--- src/rtl/glitcher_pkg.sv ---
// Shared types and default field widths for the glitch sweep scheduler.
package glitcher_pkg;

    localparam int DELAY_W_DEF = 16;
    localparam int WIDTH_W_DEF = 8;

    typedef enum logic [2:0] {
        ST_IDLE,
        ST_RST_TGT,
        ST_SETTLE,
        ST_ARM,
        ST_WAIT,
        ST_REPORT,
        ST_STEP
    } sched_state_t;

    function automatic int max3(int a, int b, int c);
        int m;
        m = (a > b) ? a : b;
        return (m > c) ? m : c;
    endfunction

endpackage

--- src/rtl/sweep_axis.sv ---
// One sweep axis: computes the next value of a start/end/step range and
// flags when the axis wraps back to its start value.
module sweep_axis #(
    parameter int W = 8
) (
    input  logic [W-1:0] cur,
    input  logic [W-1:0] lo,
    input  logic [W-1:0] hi,
    input  logic [W-1:0] step,
    output logic [W-1:0] next_val,
    output logic         wrap
);

    logic [W:0] sum;

    // Add at one extra bit so an overflow past the field width forces a wrap.
    always_comb begin
        sum      = {1'b0, cur} + {1'b0, step};
        wrap     = (step == '0) || sum[W] || (sum > {1'b0, hi});
        next_val = wrap ? lo : sum[W-1:0];
    end

endmodule

--- src/rtl/glitch_sweep_sched.sv ---
// Glitch sweep scheduler: walks a (delay, width) grid, resetting the target,
// arming the pulse generator and reporting each attempt.
module glitch_sweep_sched
    import glitcher_pkg::*;
#(
    parameter int DELAY_W        = DELAY_W_DEF,
    parameter int WIDTH_W        = WIDTH_W_DEF,
    parameter int RST_CYCLES     = 1000,
    parameter int SETTLE_CYCLES  = 5000,
    parameter int TIMEOUT_CYCLES = 2**24 - 1
) (
    input  logic               clk,
    input  logic               rst_n,
    input  logic               start_i,
    input  logic               abort_i,
    input  logic [DELAY_W-1:0] dly_start_i,
    input  logic [DELAY_W-1:0] dly_end_i,
    input  logic [DELAY_W-1:0] dly_step_i,
    input  logic [WIDTH_W-1:0] wid_start_i,
    input  logic [WIDTH_W-1:0] wid_end_i,
    input  logic [WIDTH_W-1:0] wid_step_i,
    input  logic [7:0]         repeat_i,
    output logic               arm_o,
    output logic [DELAY_W-1:0] delay_o,
    output logic [WIDTH_W-1:0] width_o,
    input  logic               pulse_done_i,
    output logic               target_reset_o,
    output logic               rpt_valid_o,
    input  logic               rpt_ready_i,
    output logic               rpt_timeout_o,
    output logic               busy_o,
    output logic               done_o
);

    localparam int CNT_MAX = max3(RST_CYCLES, SETTLE_CYCLES, TIMEOUT_CYCLES);
    localparam int CNT_W   = $clog2(CNT_MAX + 1);

    sched_state_t       state;
    sched_state_t       state_next;
    logic [CNT_W-1:0]   cnt;
    logic               cnt_zero;
    logic               abort_hit;

    logic [DELAY_W-1:0] dly_first, dly_last, dly_step;
    logic [WIDTH_W-1:0] wid_first, wid_last, wid_step;
    logic [DELAY_W-1:0] delay_q;
    logic [WIDTH_W-1:0] width_q;
    logic [7:0]         rep_init;
    logic [7:0]         rep_left;
    logic               timeout_q;
    logic               done_q;

    logic [DELAY_W-1:0] dly_next;
    logic               dly_wrap;
    logic [WIDTH_W-1:0] wid_next;
    logic               wid_wrap;

    assign cnt_zero  = (cnt == '0);
    assign abort_hit = abort_i && (state != ST_IDLE);

    sweep_axis #(.W(DELAY_W)) u_delay_axis (
        .cur      (delay_q),
        .lo       (dly_first),
        .hi       (dly_last),
        .step     (dly_step),
        .next_val (dly_next),
        .wrap     (dly_wrap)
    );

    sweep_axis #(.W(WIDTH_W)) u_width_axis (
        .cur      (width_q),
        .lo       (wid_first),
        .hi       (wid_last),
        .step     (wid_step),
        .next_val (wid_next),
        .wrap     (wid_wrap)
    );

    // State register.
    always_ff @(posedge clk or negedge rst_n) begin
        if (!rst_n) state <= ST_IDLE;
        else        state <= state_next;
    end

    // Next-state logic and state-decoded outputs; abort overrides everything.
    always_comb begin
        state_next     = state;
        arm_o          = 1'b0;
        target_reset_o = 1'b0;
        rpt_valid_o    = 1'b0;
        busy_o         = (state != ST_IDLE);
        if (abort_hit) begin
            state_next = ST_IDLE;
        end else begin
            case (state)
                ST_IDLE:    if (start_i) state_next = ST_RST_TGT;
                ST_RST_TGT: if (cnt_zero) state_next = ST_SETTLE;
                ST_SETTLE:  if (cnt_zero) state_next = ST_ARM;
                ST_ARM:     state_next = ST_WAIT;
                ST_WAIT:    if (pulse_done_i || cnt_zero) state_next = ST_REPORT;
                ST_REPORT:  if (rpt_ready_i) state_next = ST_STEP;
                ST_STEP: begin
                    if (rep_left == '0 && wid_wrap && dly_wrap) state_next = ST_IDLE;
                    else                                          state_next = ST_RST_TGT;
                end
                default:    state_next = ST_IDLE;
            endcase
        end
        case (state)
            ST_RST_TGT: target_reset_o = 1'b1;
            ST_ARM:     arm_o          = 1'b1;
            ST_REPORT:  rpt_valid_o    = 1'b1;
            default:    ;
        endcase
    end

    // Shared down-counter: loaded with the duration of the state being
    // entered, otherwise counts down and holds at zero.
    always_ff @(posedge clk or negedge rst_n) begin
        if (!rst_n) begin
            cnt <= '0;
        end else if (state_next != state) begin
            case (state_next)
                ST_RST_TGT: cnt <= CNT_W'(RST_CYCLES - 1);
                ST_SETTLE:  cnt <= CNT_W'(SETTLE_CYCLES - 1);
                ST_WAIT:    cnt <= CNT_W'(TIMEOUT_CYCLES - 1);
                default:    cnt <= '0;
            endcase
        end else if (!cnt_zero) begin
            cnt <= cnt - 1'b1;
        end
    end

    // Sweep datapath: range latch, point/repeat advance, timeout flag, done strobe.
    always_ff @(posedge clk or negedge rst_n) begin
        if (!rst_n) begin
            dly_first <= '0;
            dly_last  <= '0;
            dly_step  <= '0;
            wid_first <= '0;
            wid_last  <= '0;
            wid_step  <= '0;
            delay_q   <= '0;
            width_q   <= '0;
            rep_init  <= '0;
            rep_left  <= '0;
            timeout_q <= 1'b0;
            done_q    <= 1'b0;
        end else begin
            done_q <= 1'b0;
            if (!abort_hit) begin
                case (state)
                    ST_IDLE: begin
                        if (start_i) begin
                            dly_first <= dly_start_i;
                            dly_last  <= dly_end_i;
                            dly_step  <= dly_step_i;
                            wid_first <= wid_start_i;
                            wid_last  <= wid_end_i;
                            wid_step  <= wid_step_i;
                            delay_q   <= dly_start_i;
                            width_q   <= wid_start_i;
                            rep_init  <= (repeat_i == '0) ? '0 : repeat_i - 8'd1;
                            rep_left  <= (repeat_i == '0) ? '0 : repeat_i - 8'd1;
                            timeout_q <= 1'b0;
                        end
                    end
                    ST_ARM:  timeout_q <= 1'b0;
                    ST_WAIT: begin
                        if (!pulse_done_i && cnt_zero) timeout_q <= 1'b1;
                    end
                    ST_STEP: begin
                        if (rep_left != '0) begin
                            rep_left <= rep_left - 8'd1;
                        end else begin
                            rep_left <= rep_init;
                            if (wid_wrap) begin
                                width_q <= wid_first;
                                if (dly_wrap) done_q  <= 1'b1;
                                else          delay_q <= dly_next;
                            end else begin
                                width_q <= wid_next;
                            end
                        end
                    end
                    default: ;
                endcase
            end
        end
    end

    assign delay_o       = delay_q;
    assign width_o       = width_q;
    assign rpt_timeout_o = timeout_q;
    assign done_o        = done_q;

endmodule

--- config.mk ---
export PLATFORM = sky130hd
export DESIGN_NAME = glitch_sweep_sched
export DESIGN_NICKNAME = d
export VERILOG_FILES = /design/src/rtl/glitcher_pkg.sv /design/src/rtl/sweep_axis.sv /design/src/rtl/glitch_sweep_sched.sv
export SDC_FILE = /design/constraint.sdc
export NUM_CORES = 1
export LEC_CHECK = 0
export ABC_CLOCK_PERIOD_IN_PS = 12200
export BUFFER_PORTS_ARGS = -buffer_cell sky130_fd_sc_hd__buf_2
export CAP_MARGIN = 5
export CORE_MARGIN = 2
export CORE_UTILIZATION = 40
export DETAILED_ROUTE_END_ITERATION = 10
export SYNTH_ARGS = -nofsm -noshare
export SYNTH_HDL_FRONTEND = slang
export SYNTH_SLANG_ARGS = --single-unit
--- constraint.sdc ---
create_clock -name clk -period 12.2 [get_ports clk]
set_input_delay 0.61 -clock clk [delete_from_list [all_inputs] [get_ports clk]]
set_output_delay 0.61 -clock clk [all_outputs]
set_load 0.01 [all_outputs]
; ---- Word level (Yosys, flattened, before mapping)
; Index checks and enable logic that the tools add are counted.
[totals]
word_cells = 97
memories = 0
mem_bits_rw = 0
in_bits = 86
out_inout_bits = 30
mem_bits_ro = 0
register_bits = 125
latch_bits = 0
[classes]
n_lt_le_gt_ge = 2
mux = 35
multipliers = 0
n_div = 0
bitwise = 1
shifts = 0
n_addsub = 5
n_reduce_logical = 25
n_eq_ne = 16
[ops]
columns = op, count
row1 = $pmux 24 s3, 1
row2 = $mux 16, 4
row3 = $mux 24, 2
row4 = $mux 8, 6
row5 = $pmux 16 s2, 1
row6 = $pmux 8 s2, 2
row7 = $logic_not 24->1, 1
row8 = $logic_not 8->1, 3
row9 = $sub 24x1->24 const B, 1
row10 = $pmux 3 s7, 1
row11 = $mux 3, 6
row12 = $add 16x16->17, 1
row13 = $gt 17x16->1, 1
row14 = $logic_not 16->1, 1
row15 = $sub 8x1->8 const B, 2
row16 = $eq 3x3->1 const B, 4
row17 = $mux 1, 11
row18 = $ne 2x2->1 const B, 5
row19 = $add 8x8->9, 1
row20 = $eq 3x2->1 const B, 3
row21 = $gt 9x8->1, 1
row22 = $reduce_and 4->1, 2
row23 = $reduce_bool 8->1, 1
row24 = $eq 3x1->1 const B, 2
row25 = 12 further kinds, 21

; ---- Longest topological paths before layout
; Gate-level depths: netlist of run 1.
[depth]
word_depth = 11
mapped_depth = 17

; ---- Hierarchy
; A second synthesis of run 1 with hierarchy kept.
[unflattened]
hier_cells = 1049
area_unflattened_um2 = 8951.1
[modules_own_cells]
columns = module, cells_per_inst, n_inst, area_each_um2
row1 = glitch_sweep_sched, 795, 1, 6904.1
row2 = sweep_axis (u_delay_axis), 184, 1, 1446.4
row3 = sweep_axis (u_width_axis), 70, 1, 600.6

; ---- Worst setup path before layout of run 1
; Ideal clock, no wire load.
[synth_path]
path_type = register to register
startpoint = reg delay_q[0], in the netlist delay_o[0]
endpoint = reg delay_q[10], in the netlist delay_o[10]
period_less_slack_ns = 4.721
path_stages_with_launch = 18
arrival_ns = 4.596
path_buffers = 1
t_required_ns = 12.075
slack_ns = 7.479
setup_ns = 0.125
cell_sequence = dfrtp_1 ha_1 fa_1 a211oi_1 o21ai_0 a311o_1 a211oi_1 o21bai_1 xor2_1 ha_1 a21o_1 a211oi_1 a211oi_1 a221oi_1 a31oi_1 a21oi_2 buf_4 mux2_2
[synth_via]
elab_chain_cells = 5
word_cells_on_any_way = 10
classes_between = add/sub: 1 / order compare: 1 / eq/ne: 1 / mux: 4 / reduce/logical: 3
[synth_rtl]
columns = element, line_no
row1 = from (decl), glitch_sweep_sched.sv:46  ; logic [DELAY_W-1:0] delay_q;
row2 = from (signal assigned), glitch_sweep_sched.sv:161  ; delay_q <= dly_start_i;
row3 = from (signal assigned), glitch_sweep_sched.sv:180  ; else delay_q <= dly_next;
row4 = $add 16x16->17 (*), sweep_axis.sv:18  ; sum = {1'b0, cur} + {1'b0, step};
row5 = "$gt 17x16->1, or another cell as far along", sweep_axis.sv:19  ; wrap = (step == '0) || sum[W] || (sum > {1'b0, hi});
row6 = $logic_or 1x1->1 or $mux 16 (tied branches), "sweep_axis.sv:19, glitch_sweep_sched.sv:177"
row7 = $ne 2x2->1 (no line) or $mux 16 (tied branches), --
row8 = $reduce_and 6->1 (no line) or $pmux 16 s2 (tied branches), --
; Every way passes the cells marked *; elsewhere a longest branch is shown, timed or not. The select of a mux whose other input is x is not followed.
; A chain may end at the register's enable or synchronous reset.

; ---- Worst setup path after layout of run 1
[layout_path]
startpoint = reg delay_q[0], in the netlist delay_o[0]
endpoint = reg delay_q[0], in the netlist delay_o[0]
; Same word-level chain as after synthesis.

==> results of run 1 <==
[state kept, by name, summed over array words and instances (netlist names), 8 cells and up]
name	cells
cnt	24
delay_o	16
dly_last	16
dly_step	16
rep_init	8
rep_left	8
wid_first	8
wid_last	8
wid_step	8
width_o	8
[path summary, 6_finish.rpt]
check	cells past startpoint	end	startpoint
max reg2reg	17	delay_o[0]	delay_o[0]
min in group clk	3	wid_step[0]	wid_step_i[0]
max in group asynchronous	2	wid_first[4]	rst_n
max	17	delay_o[0]	delay_o[0]
min reg2reg	2	wid_first[3]	wid_first[3]
min	1	dly_last[14]	rst_n
[cell usage after synthesis (14+ instances only)]
master,n
nand2_1,193
dfrtp_1,125
nor2_1,59
a21oi_1,57
o21ai_0,57
inv_1,54
ha_1,53
clkbuf_1,31
xnor2_1,30
nor3_1,27
mux2i_1,19
xor2_1,18
a211oi_1,15
a21o_1,14
nand3_1,14
nor4_1,14
[final cells by class]
cell class / count / area (um^2) / share of cell area
multi-input combinational: 713 / 4510 / 0.480
sequential: 125 / 3130 / 0.333
timing repair buffer: 125 / 653 / 0.0695
clock buffer: 22 / 474 / 0.0505
tap: 265 / 332 / 0.0353
inverter: 54 / 203 / 0.0216
clock inverter: 7 / 90.1 / 0.00959
[critical path, cell delays in order (launching register included)]
cell and delay (ns):
dfrtp_1 0.40, ha_1 0.24, fa_1 0.43, a211oi_1 0.30, o21ai_0 0.24, a311o_1 0.38
a211oi_1 0.35, o21bai_1 0.12, xor2_1 0.15, ha_1 0.32, a21o_1 0.20, a211oi_1 0.30
a211oi_1 0.08, a221oi_1 0.55, a31oi_1 0.17, a21oi_2 0.12, buf_4 0.29, mux2_2 0.37
[per-layer routing]
| layer | GRT usage | wire, um |
|---|---|---|
| met1 | 0.293 | 10400 |
| met2 | 0.335 | 10000 |
| met3 | 0.0386 | 787 |
| met4 | 0.0456 | 129 |
| met5 | 0 | 0 |
[logic make-up after synthesis]
group / synth area share
adder cells (fa/ha/maj): 0.0892
flip-flops: 0.391
multiplexers: 0.0440
XOR/XNOR: 0.0526
AND/OR/NAND/NOR: 0.207
buffers and inverters: 0.0479
AO/OA/AOI/OAI: 0.168
[where the power goes]
part | switching (uW) | leakage, uW | internal (uW)
sequential | 145 | 0.00155 | 592
clock | 181 | 0.000274 | 312
combinational | 1010 | 0.00272 | 725
total | 1330 | 0.00454 | 1630
[metrics by stage]
step | power [uW] | area, um^2 | hold WS (ns)
final | 2960 | 9390 | 0.262
after global routing | 3230 | 9390 | 0.330
after CTS | 2970 | 9390 | 0.297
after detailed placement | 2450 | 8830 | 0.463
after global placement | 2420 | 8830 | 0.450
after floorplan | 1990 | 7990 | 0.314
==> results.py, run 1 <==
metrics = {
    "drt": {
        "ant_nets": 0,
        "vias_per_cell": 5.29,
        "wire_per_inst_um": 16.3,
        "drt_first_pass_iters": 5,
        "drc": 0,
        "routed_wl_um": 21300,
        "drtIter0Drc": 471,
        "dr_total_vias": 6934,
    },
    "clock_network": {
        "ctsHtreeMaxLevel": 4,
        "cts_buffers": 17,
        "root_buffer": "clkbuf_16",
        "cts_buffer_depth": 2,
        "clk_latency_ns": 0.41,
        "cts_sinks": 125,
        "cts_setup_buffers": 0,
        "cts_tree": "yes",
        "hold_buffers": 0,
        "post_cts_resized": 0,
        "clk_pin_slew_ns": 0.06,
    },
    "pwr": {
        "p_per_area_nw_per_um2": 315,
        "ir_worst_vdd_mv": 0.139,
        "p_leak_uw": 0.00454,
    },
    "synthesis": {
        "yosysTopAreaCellShare": 0.391,
        "synth_seq_cells": 125,
        "ys_types": 73,
        "synth_area_um2": 7990,
        "ys_top_cells_by_area": "dfrtp_1, nand2_1, ha_1",
        "synth.avg_cell_area_um2": 8.58,
        "ys_warn_count": 0,
        "synthFlopType": "dfrtp_1",
        "synth_enable_flop_cells": 0,
        "syn-instance-count": 932,
        "yosysTopAreaCell": "dfrtp_1",
        "async_flop_share": 1.00,
        "seq_area_frac_synth": 0.391,
        "syn_nets": 1073,
    },
    "sta": {
        "clock_skew_ns": 0.00998,
        "slew_violations": 0,
        "hold_viol_final": 0,
        "fmax_mhz": 194,
        "finalWorstSetupSlack_ns": 7.05,
        "setup_violations": 0,
        "fin_crit_sh": 0.422,
        "tightestPinTransition_ns": 0.975,
        "rsz0062_at_grt": "no",
        "finalSetupTns_ns": 0,
        "slew_headroom": 0.347,
        "min_period_ns": 5.15,
    },
    "run": {
        "maxCapViolations": 0,
    },
    "global_route": {
        "grt_max_degree": 85,
        "gr-total-overflow": 0,
        "grt_pass1_wl_um": 35600,
        "grt_usage": 0.208,
        "antenna_found_initial": 0,
        "grt_pass1_vias": 6764,
    },
    "hold_path": {
        "hold_class": "input port to async pin",
    },
    "layout": {
        "nets": 1177,
        "final_common_cell": "nand2_1",
        "nFillCells": 1930,
        "areaGrowthSynthToFinish_pct": 17.5,
        "mostFrequentLayoutCells": "nand2_1, dfrtp_1, buf_2",
        "fin_util": 0.481,
        "layout-drive-gt1-share": 0.176,
        "fin_cells": 1311,
        "n_antenna_cell": 0,
    },
    "worst_setup_path": {
        "cp-end-kind": "flop",
        "worstSetupPathType": "flop to flop",
        "critPathArrivalTime_ns": 5.44,
        "worst-path-max-fanout": 16,
        "worst-r2r-setup-slack_ns": 7.05,
        "required_ns": 12.49,
        "start_kind": "flop",
    },
    "place": {
        "dp_hpwl_um": 15300,
        "gp_congestion": 0.856,
        "dp_cells": 1282,
        "pre_cts_slack_ns": 7.09,
        "numPortBuffers": 115,
    },
    "die": {
        "rows": 51,
        "initial_core_util": 0.409,
        "fp.dieH_um": 145,
        "die_x_um": 145,
        "core-area_um2": 19500,
        "dieArea_um2": 21100,
        "ioPinCount": 116,
    },
    "status": {
        "status": "completed",
    },
}
Power figures use the tool's default switching activity.
==> run 2, diff against run 1 <==
--- a/config.mk
+++ b/config.mk
@@ -5,7 +5,8 @@
 export SDC_FILE = /design/constraint.sdc
 export NUM_CORES = 1
 export LEC_CHECK = 0
-export ABC_CLOCK_PERIOD_IN_PS = 12200
+export ABC_AREA = 1
+export ABC_CLOCK_PERIOD_IN_PS = 5400
 export BUFFER_PORTS_ARGS = -buffer_cell sky130_fd_sc_hd__buf_2
 export CAP_MARGIN = 5
 export CORE_MARGIN = 2
==> constraint.sdc (replaced) <==
create_clock -name clk -period 5.4 [get_ports clk]
set_input_delay 0.27 -clock clk [delete_from_list [all_inputs] [get_ports clk]]
set_output_delay 0.27 -clock clk [all_outputs]
set_load 0.01 [all_outputs]
==> run 2 against run 1 <==
Wire length is 5.3% lower. Clock skew is 0.0030 ns lower. Non-clock buffer count is 5 lower. Cell count is 6.6% higher. Die area is 1.9% lower. Cell area is 1.6% lower. Largest cell class unchanged. Largest power group unchanged.
==> results.py, run 2 <==
metrics = {
    "drt": {
        "dr_total_vias": 7082,
        "wire_per_inst_um": 14.5,
        "routed_wl_um": 20200,
        "vias_per_cell": 5.07,
        "drtIter0Drc": 422,
        "drt_first_pass_iters": 5,
        "drc": 0,
        "ant_nets": 0,
    },
    "global_route": {
        "grt_pass1_vias": 6695,
        "grt_pass1_wl_um": 33400,
        "antenna_found_initial": 1,
        "gr-total-overflow": 0,
        "grt_usage": 0.205,
        "grt_max_degree": 91,
    },
    "layout": {
        "nets": 1260,
        "regMostFlops": "cnt",
        "final_common_cell": "nand2_1",
        "largest_register_ffs": 24,
        "layout-drive-gt1-share": 0.160,
        "areaGrowthSynthToFinish_pct": 17.9,
        "seqCellArea_um2": 3130,
        "nFillCells": 1993,
        "mostFrequentLayoutCells": "nand2_1, dfrtp_1, buf_2",
        "multiInputGateArea_um2": 4170,
    },
    "sta": {
        "fmax_mhz": 214,
        "clock_skew_ns": 0.00698,
        "tightestPinTransition_ns": 1.11,
        "rsz0062_at_grt": "no",
        "slew_violations": 0,
        "finalSetupTns_ns": 0,
        "min_period_ns": 4.67,
        "setup_violations": 0,
        "fin_crit_sh": 0.864,
        "hold_slack_ns": 0.0361,
        "slew_headroom": 0.260,
        "hold_viol_final": 0,
    },
    "worst_setup_path": {
        "required_ns": 5.68,
        "cp_slowest_stage_delay_ns": 0.47,
        "worst-path-max-fanout": 24,
        "rr_worst_depth": 23,
        "critPathSlowestCell": "nor2_4",
        "worstSetupPathType": "flop to flop",
        "critPathArrivalTime_ns": 4.94,
        "cp-end-kind": "flop",
        "r2r-start": "delay_o[0]",
        "critPathMostFrequentCell": "nand2_1",
        "path_cells": "ha_1 > fa_1 > a21oi_1 > o21bai_1 > nand2_1 > nand2_1 > a21oi_1 > o21bai_1 > xor2_1 > ha_1 > and3_1 > nand3_1 > nand3b_1 > nand2_1 > nand2_1 > nand3_1 > nand2_1 > nand2_1 > nand2_1 > nand2_2 > nand3_4 > nor2_4 > a21oi_1",
        "start_kind": "flop",
        "cp-startpoint": "delay_o[0]",
    },
    "synthesis": {
        "syn_nets": 1154,
        "async_flop_share": 1.00,
        "yosysTopAreaCell": "dfrtp_1",
        "synthFlopType": "dfrtp_1",
        "yosysTopAreaCellShare": 0.399,
        "synth_enable_flop_cells": 0,
        "synth_common_cells": "nand2_1, dfrtp_1, inv_1, a21oi_1, nor2_1",
        "synth_area_um2": 7840,
        "synth_seq_cells": 125,
        "ys_types": 47,
        "seq_area_frac_synth": 0.399,
        "ys_warn_count": 0,
        "ys_top_cells_by_area": "dfrtp_1, nand2_1, ha_1",
        "synth.avg_cell_area_um2": 7.74,
        "yosysMostFrequentCell": "nand2_1",
        "syn-instance-count": 1013,
    },
    "place": {
        "gp_congestion": 0.865,
        "numPortBuffers": 115,
        "dp_hpwl_um": 14600,
    },
    "status": {
        "status": "completed",
    },
    "die": {
        "fp.dieH_um": 144,
        "die_x_um": 144,
        "initial_core_util": 0.405,
        "rows": 51,
        "core-area_um2": 19300,
        "ioPinCount": 116,
        "dieArea_um2": 20700,
    },
    "clock_network": {
        "cts_buffer_depth": 2,
        "cts_sinks": 125,
        "cts_tree": "yes",
        "ctsHtreeMaxLevel": 4,
        "clk_pin_slew_ns": 0.06,
        "root_buffer": "clkbuf_16",
        "cts_buffers": 17,
        "clk_latency_ns": 0.42,
        "post_cts_resized": 0,
    },
    "pwr": {
        "p_total_uw": 6740,
        "ir_worst_vdd_mv": 0.340,
        "p_per_area_nw_per_um2": 729,
        "p_leak_uw": 0.00469,
    },
    "hold_path": {
        "hold_class": "input port to flop",
        "hp-start": "dly_step_i[3]",
        "whs_path_depth": 3,
    },
    "run": {
        "maxCapViolations": 0,
    },
}
==> run 2: cell types whose count changed in the layout (fill, tap and decap cells not counted), moves of 13 or more <==
| cell | change |
|---|---|
| nand3_1 | +14 |
| a21oi_1 | +33 |
| nor3_1 | -14 |
| mux2i_1 | -19 |
| a211oi_1 | -15 |
| xnor2_1 | -13 |
| inv_1 | +43 |
| nand2_1 | +73 |
| nand4_1 | +19 |
| nor2_1 | +16 |
==> run 2: per-stage QoR <==
step	worst slack, ns	instances	cell area [um^2]	utilization
2_1_floorplan	1.79	1013	7840	-
3_3_place_gp	0.946	1364	8640	0.447
3_5_place_dp	0.799	1364	8640	0.447
4_1_cts	0.750	1397	9240	0.478
5_1_grt	0.236	1397	9240	0.478
6_report	0.735	1398	9250	0.478
==> run 2: layout make-up <==
| cell class | instances | area share |
|---|---|---|
| well taps | 265 | 0.0359 |
| clock buffers | 19 | 0.0468 |
| inverters | 107 | 0.0434 |
| clock inverters | 13 | 0.0177 |
| diodes | 1 | 0.000271 |
| flip-flops and latches | 125 | 0.338 |
| multi-input cells | 748 | 0.451 |
| repair buffers | 120 | 0.0669 |
==> run 2: repair_timing <==
| action | CTS | global route |
|---|---|---|
| hold buffers | 1 | 0 |
| setup buffers | 0 | 0 |
| hold endpoints to repair | 55 | 0 |
==> run 2: cells by family (layout without fill, tap and decap cells) <==
logic type / after synthesis / count (layout) / share of synthesized area
AOI/OAI and AO/OA: 204 / 204 / 0.143
xor gates and xnor gates: 43 / 43 / 0.0480
adders and majority gates: 55 / 55 / 0.0897
buffers and inverters: 140 / 259 / 0.0702
DFF: 125 / 125 / 0.399
muxes: 1 / 1 / 0.00144
other: 0 / 1 / 0
and+or+nand+nor: 445 / 445 / 0.248
==> run 2: power by group <==
group	switching, uW	internal, uW
sequential	324	1360
clock	440	729
combinational	2400	1480
==> run 2: final timing paths <==
| path | endpoint | slack [ns] |
|---|---|---|
| setup / recovery | cnt[11] | 0.73 |
| hold / removal | dly_step[3] | 0.04 |
| setup reg to reg | cnt[11] | 0.73 |
| hold reg to reg | rep_init[6] | 0.48 |
| max in group asynchronous | wid_last[5] | 3.57 |
| min in group asynchronous | dly_last[6] | 0.44 |
==> run 2: layer usage <==
metal / vias to the layer above / track usage / share of wire
met5: - / 0 / 0
met4: 0 / 0.0681 / 0.023
met3: 29 / 0.0464 / 0.050
met2: 170 / 0.311 / 0.43
met1: 3308 / 0.291 / 0.49
li1: 3575 / - / -
==> run 2: critical path: cells and delay by family, from the launching register on <==
kind | cells | cell delay, ns
simple gates | 14 | 2.22
fa+ha+maj | 3 | 0.94
xor+xnor | 1 | 0.17
compound gates | 5 | 0.79
flops | 1 | 0.39
